<file path="src/rtl/pq_arb.sv">
// Round-robin arbiter/sequencer sharing one priority-queue device among N_REQ requesters.
// Latency: request sampled in IDLE at t, PQ strobe at t+1, ack at t+2 (zero-busy PQ).
// Backpressure: requests wait while PQ is full/empty/busy; WAIT holds until pq_busy drops.
// Optional feature macro: PQ_ARB_LOCK_EN (lock holder keeps strict priority across ops).
module pq_arb #(
    parameter  int N_REQ = 4,
    parameter  int KV_W  = 32,
    localparam int IDX_W = $clog2(N_REQ)
) (
    input  logic                    clk,
    input  logic                    rst_n,
    input  logic [N_REQ-1:0]        req_enq,
    input  logic [N_REQ-1:0]        req_deq,
    input  logic [N_REQ*KV_W-1:0]   req_kvi,
    input  logic [N_REQ-1:0]        req_lock,
    output logic [N_REQ-1:0]        req_ack,
    output logic [KV_W-1:0]         resp_kv,
    output logic                    gnt_valid,
    output logic [IDX_W-1:0]        gnt_idx,
    output logic                    pq_enq,
    output logic                    pq_deq,
    output logic [KV_W-1:0]         pq_kvi,
    input  logic [KV_W-1:0]         pq_kvo,
    input  logic                    pq_full,
    input  logic                    pq_empty,
    input  logic                    pq_busy
);

    typedef enum logic [1:0] {IDLE, ISSUE, WAIT} state_t;

    state_t             state_q;
    logic [IDX_W-1:0]   rr_ptr_q;
    logic [IDX_W-1:0]   rr_ptr_d;
    logic [IDX_W-1:0]   rr_inc;
    logic [IDX_W-1:0]   gnt_idx_q;
    logic               gnt_valid_q;
    logic               op_enq_q;
    logic               op_deq_q;
    logic               pq_enq_q;
    logic               pq_deq_q;
    logic [KV_W-1:0]    pq_kvi_q;
    logic [KV_W-1:0]    resp_kv_q;

    logic [N_REQ-1:0]   elig;
    logic               win_vld;
    logic [IDX_W-1:0]   win_idx;
    logic [KV_W-1:0]    win_kvi;

    // A request is eligible only if the PQ can accept that operation right now.
    always_comb begin
        elig = '0;
        for (int i = 0; i < N_REQ; i++) begin
            elig[i] = !pq_busy &&
                      ((req_enq[i] && !req_deq[i] && !pq_full) ||
                       (req_deq[i] && !pq_empty));
        end
    end

    // Scan from the highest offset down so the offset closest to rr_ptr wins.
    always_comb begin
        win_vld = 1'b0;
        win_idx = '0;
        for (int k = N_REQ - 1; k >= 0; k--) begin
            int s;
            s = int'(rr_ptr_q) + k;
            if (s >= N_REQ) s = s - N_REQ;
            if (elig[IDX_W'(s)]) begin
                win_vld = 1'b1;
                win_idx = IDX_W'(s);
            end
        end
    end

    assign win_kvi = req_kvi[int'(win_idx) * KV_W +: KV_W];

    // Next round-robin pointer; explicit wrap keeps non-power-of-2 N_REQ in range.
    always_comb begin
        rr_inc = (gnt_idx_q == IDX_W'(N_REQ - 1)) ? '0 : gnt_idx_q + 1'b1;
`ifdef PQ_ARB_LOCK_EN
        rr_ptr_d = req_lock[gnt_idx_q] ? gnt_idx_q : rr_inc;
`else
        rr_ptr_d = rr_inc;
`endif
    end

`ifndef PQ_ARB_LOCK_EN
    logic unused_lock;
    assign unused_lock = ^req_lock;
`endif

    // Ack is decoded from WAIT so it lands in the same cycle the PQ reports idle.
    always_comb begin
        req_ack = '0;
        if (state_q == WAIT && !pq_busy) req_ack[gnt_idx_q] = 1'b1;
    end

    // Sequencer: grant in IDLE, one-cycle strobe in ISSUE, hold in WAIT until idle.
    always_ff @(posedge clk or negedge rst_n) begin
        if (!rst_n) begin
            state_q     <= IDLE;
            rr_ptr_q    <= '0;
            gnt_idx_q   <= '0;
            gnt_valid_q <= 1'b0;
            op_enq_q    <= 1'b0;
            op_deq_q    <= 1'b0;
            pq_enq_q    <= 1'b0;
            pq_deq_q    <= 1'b0;
            pq_kvi_q    <= '0;
            resp_kv_q   <= '0;
        end else begin
            case (state_q)
                IDLE: begin
                    if (win_vld) begin
                        gnt_idx_q   <= win_idx;
                        gnt_valid_q <= 1'b1;
                        op_enq_q    <= req_enq[win_idx];
                        op_deq_q    <= req_deq[win_idx];
                        pq_enq_q    <= req_enq[win_idx];
                        pq_deq_q    <= req_deq[win_idx];
                        pq_kvi_q    <= win_kvi;
                        state_q     <= ISSUE;
                    end
                end
                ISSUE: begin
                    // Head is captured before the dequeue strobe takes effect.
                    resp_kv_q <= pq_kvo;
                    pq_enq_q  <= 1'b0;
                    pq_deq_q  <= 1'b0;
                    state_q   <= WAIT;
                end
                WAIT: begin
                    if (!pq_busy) begin
                        rr_ptr_q    <= rr_ptr_d;
                        gnt_valid_q <= 1'b0;
                        state_q     <= IDLE;
                    end
                end
                default: state_q <= IDLE;
            endcase
        end
    end

    assign resp_kv   = resp_kv_q;
    assign gnt_valid = gnt_valid_q;
    assign gnt_idx   = gnt_idx_q;
    assign pq_enq    = pq_enq_q;
    assign pq_deq    = pq_deq_q;
    assign pq_kvi    = pq_kvi_q;

endmodule

</file>
<file path="config.mk">
export PLATFORM = sky130hd
export DESIGN_NAME = pq_arb
export DESIGN_NICKNAME = d
export VERILOG_FILES = /design/src/rtl/pq_arb.sv
export SDC_FILE = /design/constraint.sdc
export NUM_CORES = 1
export LEC_CHECK = 0
export ABC_AREA = 1
export BUFFER_PORTS_ARGS = -buffer_cell sky130_fd_sc_hd__buf_2
export CAP_MARGIN = 40
export CORE_MARGIN = 2
export CORE_UTILIZATION = 50
export CTS_BUF_LIST = sky130_fd_sc_hd__clkbuf_2
export DETAILED_ROUTE_END_ITERATION = 16
export GPL_TIMING_DRIVEN = 1
export PLACE_DENSITY = 0.95
export SYNTH_ARGS = -nofsm -noshare
export SYNTH_HDL_FRONTEND = slang
export SYNTH_SLANG_ARGS = --single-unit
</file>
<file path="constraint.sdc">
create_clock -name clk -period 3.2 [get_ports clk]
set_input_delay 0.48 -clock clk [delete_from_list [all_inputs] [get_ports clk]]
set_output_delay 0.48 -clock clk [all_outputs]
set_load 0.02 [all_outputs]
</file>
Word-level counts from Yosys, hierarchy flattened
Index checks and enable logic that the tools add are counted.

word-level totals
  output and inout bits = 73
  register bits = 73
  input port bits = 177
  logic and storage cells = 113

cells by class
  multiplexer cells = 42
  $lt $le $gt $ge = 11
  add/subtract/negate cells = 8
  shift operators = 1
  equality and inequality tests = 5
  bitwise gates (word level) = 1
  reductions and logical operators = 37

operators with widths
  operator                                                                             number
  128-bit by 8-bit indexed part select with 32-bit output                              1
  2-bit two-way mux                                                                    11
  1-bit two-way mux                                                                    19
  1-bit logical AND                                                                    18
  2-bit by 4-bit < comparator with 1-bit output, second input constant                 4
  1-bit binary-select mux with 2-bit select                                            6
  3-bit greater-or-equal comparator, second input constant                             3
  2-bit AND reduction                                                                  4
  2-bit by 1-bit subtractor with 2-bit output, second input constant                   4
  1-bit logical NOT                                                                    7
  2-bit by 2-bit adder with 3-bit output, second input constant                        2
  2-bit by 3-bit < comparator with 1-bit output, second input constant                 2
  1-bit case mux with 2 select lines                                                   3
  2-bit case mux with 3 select lines                                                   1
  2-bit equality test, second input constant                                           2
  1-bit logical OR                                                                     4
  4-bit two-way mux                                                                    1
  2-bit != test, second input constant                                                 2
  2-bit nonzero test                                                                   2
  2-bit by 1-bit adder with 3-bit output, second input constant                        1
  2-bit by 3-bit greater-or-equal comparator with 1-bit output, second input constant  1
  3-bit AND reduction                                                                  1
  2-bit by 1-bit adder with 2-bit output, second input constant                        1
  1-bit demux with 2-bit select                                                        1
  4 further kinds                                                                      4

Longest topological paths before layout
  depth after elaboration = 16
  depth in mapped cells = 18

Worst setup path after synthesis
OpenSTA, ideal clock, no wires.

  kind = input port to flip-flop
  from = input port pq_full
  to = register pq_kvi_q[11] (netlist: pq_kvi[11])
  path slack = 1.365 ns
  path buffers = 2
  stages on the path = 16
  required time = 3.083 ns
  library setup time = 0.117 ns
  data arrival time = 1.718 ns
  cells stage by stage = inv_2 > nand2_1 > nand2_1 > nand2_1 > o21ai_2 > nand2_1 > nand2_1 > nand2_2 > nand3_2 > buf_4 > buf_4 > nand3_1 > nand3_1 > nand2_1 > nand2_1 > nand2_1

on the way
  cells in the longest elaborated chain, start to end = 12
  elaborated cells between the ends (all ways) = 35

RTL lines
  item                                                                                                   RTL line  source
  start, declared                                                                                        24        input logic pq_full,
  1-bit logical NOT (*)                                                                                  54        ((req_enq[i] && !req_deq[i] && !pq_full) ||
  1-bit logical AND                                                                                      54
  1-bit logical OR                                                                                       54
  1-bit logical AND                                                                                      53        elig[i] = !pq_busy &&
  1-bit binary-select mux with 2-bit select                                                              67        if (elig[IDX_W'(s)]) begin
  1-bit two-way mux (implied by the code) (2 in a row)                                                   67
  2-bit two-way mux / 1-bit two-way mux (equally long branches) (4 in a row)                             67
  128-bit by 8-bit indexed part select with 32-bit output / 2-bit AND reduction (equally long branches)  --
  end signal, assigned                                                                                   120       pq_kvi_q <= win_kvi;
  end, declared                                                                                          41        logic [KV_W-1:0] pq_kvi_q;

Mark *: on every way between the ends. The rest lies on a longest branch, timed or not. The select of a mux whose other input is x is not followed.
A chain may end at the register's enable or synchronous reset.

Worst setup path in the final report
  from = register rr_ptr_q[0]
  to = register pq_kvi_q[12] (netlist: pq_kvi[12])

on the way
  cells in the longest elaborated chain, start to end = 11
  elaborated cells between the ends (all ways) = 37

RTL lines
  item                                                                                                     RTL line  source
  start, declared                                                                                          32        logic [IDX_W-1:0] rr_ptr_q;
  start signal, assigned                                                                                   133       rr_ptr_q <= rr_ptr_d;
  2-bit by 2-bit adder with 3-bit output                                                                   65        s = int'(rr_ptr_q) + k;
  3-bit greater-or-equal comparator / 2-bit by 1-bit subtractor with 2-bit output (equally long branches)  66        if (s >= N_REQ) s = s - N_REQ;
  2-bit two-way mux                                                                                        66
  1-bit binary-select mux with 2-bit select                                                                67
  1-bit two-way mux (implied by the code) (2 in a row)                                                     67
  2-bit two-way mux / 1-bit two-way mux (equally long branches) (4 in a row)                               67
  128-bit by 8-bit indexed part select with 32-bit output / 2-bit AND reduction (equally long branches)    --

Several ways; a longest one is shown, not always the timed one. The select of a mux whose other input is x is not followed.

==> impl_metrics.yaml <==
synthesis:
  synth_top_family_by_area: "simple AND/OR/NAND/NOR gates"
  netlist_instances: 574
  yosys_warnings: 0
  syn-cell-area_um2: 4576
  synth.net_count: 755
  synth_edf_count: 0
  syn_area_per_cell_um2: 7.971
  synth_simple_gate_area_frac: 0.2961
  async_reset_ff_frac: 1.000
  ys.flop_type: "dfrtp_1"
  synthAdderAreaFrac: 0.01094
  ys_ff_latch: 73
  yosysUniqueCellTypes: 26
  synth_xor_area_frac: 0.001914
  muxShareOfSynthArea: 0.07875
  ys_seq_area_frac: 0.3992
  synth_compound_area_frac: 0.07821
setup_path:
  cp-start-kind: "flip-flop"
  worstPathRequired_ns: 3.64
  worstPathArrival_ns: 3.07
  cp_max_fo: 25
  end_kind: "flip-flop"
  worstSetupPathType: "reg -> reg"
clock_tree:
  post-cts-setup-buffer-count: 0
  clock-sinks: 73
  clockBufferDepth: 2
  cts-buffers-inserted: 9
  cts_tree: "built"
  root_buffer: "clkbuf_2"
  path_clk_slew_ns: 0.25
  ctsHtreeMaxLevel: 3
  cts_resized: 0
  clk_latency_ns: 0.51
route:
  firstDrtPassIters: 4
  drc: 0
  avgRoutedWirePerCell_um: 13.88
  drt-initial-drc-count: 208
  num_vias: 4584
  via_per_inst: 4.983
  ant_nets: 0
  wirelength_um: 12770
pwr:
  p_leak_uw: 0.003390
  power.switching_uw: 3017
  comb_power_share: 0.630
  p_clk_frac: 0.084
  vdd_drop_max_mv: 0.5540
  seqPwrFrac: 0.286
  internal-power_uw: 2817
  swShare: 0.5172
  power_density_nw_per_um2: 990.3
placement:
  place.gp.congestion: 0.8905
  io_buffers: 245
  dp.final_hpwl_um: 9778
global_route:
  gr-total-overflow: 0
  antenna_found_initial: 0
  grt_pass1_vias: 4400
  grt.total_usage: 0.2544
  grt_pass1_wl_um: 20110
  grt_max_degree: 73
floorplan:
  die_y_um: 99.66
  rows: 34
  io_pins: 250
  core-area_um2: 8806
  start_util: 0.5196
  die_area_um2: 9932
  die-width_um: 99.66
outcome:
  status: "completed"
run:
  maxCapViolations: 0
sta:
  skew_ns: 0.02847
  period_needed_ns: 2.638
  fin_tns_setup_ns: 0
  max_clock_freq_mhz: 379.1
  timing.hold.ws_ns: 0.1765
  maxSlewViolCount: 0
  relSlewSlack: 0.6580
  fin_crit_sh: 0.8244
  rsz0062_at_grt: "no"
  setup_viol: 0
  tightest_slew_ns: 0.5130
  hold_violations: 0
hold_path:
  hold_class: "in -> reg"
layout:
  insertedDiodeCount: 0
  final_nets: 988
  syn_to_final_growth_pct: 28.74
  drive_gt1_frac: 0.4101
==> placed cells by master (no fill, tap or decap) <==
cell           count
nand2_2            4
nand2_4            1
buf_16             1
inv_2              3
clkinvlp_4         3
inv_1             97
dfrtp_1           73
nor2_1            10
buf_2            244
buf_12             1
or2_0              5
o21ai_0            3
xor2_1             1
nor3_1             1
or2_1             19
buf_4              5
dlygate4sd3_1      1
inv_8              1
o211ai_2          19
nor2_8             2
inv_6              3
mux2_2            32
o21ai_2            2
nand2_1          156
ha_1               4
a21oi_1            5
o211ai_1           6
nand3_1           98
clkbuf_2           9
a21oi_2            2
nand3_2            1
==> critical path, stage by stage (launching register included) <==
cell and delay (ns):
dfrtp_1 0.63, xor2_1 0.24, inv_1 0.08, nand2_1 0.09
nand2_1 0.07, inv_1 0.06, nand2_2 0.06, nand2_1 0.07
nand2_2 0.23, nand2_4 0.32, buf_4 0.33, nand2_1 0.11
nand3_1 0.08, nand2_1 0.07, nand2_1 0.06, nand2_1 0.06
==> cells in the mapped netlist (4+ instances only) <==
cell type	number	area [µm²]
nand2_1	156	585.6
nand3_1	98	490.5
inv_1	97	364.1
dfrtp_1	73	1827
mux2_2	32	360.4
o211ai_2	19	237.7
or2_1	19	118.9
buf_6	12	135.1
nor2_1	10	37.54
buf_4	8	60.06
buf_2	7	35.03
o211ai_1	6	45.04
a21oi_1	5	25.02
or2_0	5	31.28
ha_1	4	50.05
nand2_2	4	25.02
==> cell families (layout without fill, tap and decap cells) <==
| group | Yosys count | in the layout |
|---|---|---|
| simple gates | 297 | 297 |
| compound gates | 37 | 37 |
| flops | 73 | 73 |
| xor+xnor | 1 | 1 |
| mux | 32 | 32 |
| fa+ha+maj | 4 | 4 |
| buf+inv | 130 | 368 |
==> metal layers <==
| layer | wire [µm] | GRT usage |
|---|---|---|
| met5 | 0 | 0 |
| met4 | 161 | 0.08008 |
| met3 | 988 | 0.06254 |
| met2 | 6652 | 0.4714 |
| met1 | 4967 | 0.2862 |
==> power groups by stage <==
| stage | Sequential, µW | Combinational [µW] | Clock [µW] |
|---|---|---|---|
| after global placement | 1650 | 3570 | 0 |
| after detailed placement | 1680 | 3700 | 0 |
| after CTS | 1660 | 3710 | 509 |
| after floorplan | 2190 | 2310 | 0 |
| after global routing | 1720 | 4040 | 549 |
| final | 1670 | 3670 | 490 |
==> metrics by stage <==
stage / setup slack (ns) / cell area [µm²] / total power [µW] / instances / utilization
6_report: 0.5618 / 5891 / 5833 / 920 / 0.6689
5_1_grt: 0.2984 / 5891 / 6313 / 920 / 0.6689
4_1_cts: 0.5625 / 5891 / 5883 / 920 / 0.6689
3_5_place_dp: 0.4531 / 5776 / 5380 / 903 / 0.6559
3_3_place_gp: 0.5114 / 5748 / 5218 / 902 / 0.6527
2_1_floorplan: 1.365 / 4576 / 4501 / 574 / -
==> flip-flops by register name (all words and copies together), names as in the netlist <==
name / flops
gnt_valid: 1
gnt_idx: 2
resp_kv: 32
pq_deq: 1
pq_kvi: 32
rr_ptr_q: 2
pq_enq: 1
state_q: 2
==> worst paths after layout <==
kind,from,end,slack (ns),cells past startpoint
min in group asynchronous,rst_n,state_q[0],0.40,2
worst max-delay path,rr_ptr_q[0],pq_kvi[12],0.56,15
max in group asynchronous,rst_n,resp_kv[6],2.22,3
worst min-delay path,pq_kvo[29],resp_kv[29],0.18,2
worst min register to register,pq_kvi[30],pq_kvi[30],0.52,2
worst max register to register,rr_ptr_q[0],pq_kvi[12],0.56,15
==> what timing repair did <==
item | 4_1_cts | 5_1_grt
hold buffers | 1 | 0
hold endpoints to repair | 27 | 0
endpoints found under the setup margin | 0 | 0
==> area by class of cell <==
class	count	area, µm²
Fill cell	730	2915
Multi-Input combinational cell	371	2132
Sequential cell	73	1827
Timing Repair Buffer	252	1316
Inverter	100	375.4
Tap cell	108	135.1
Clock inverter	7	60.06
Clock buffer	9	45.04
Note: power is estimated with default switching activity, not from simulation.
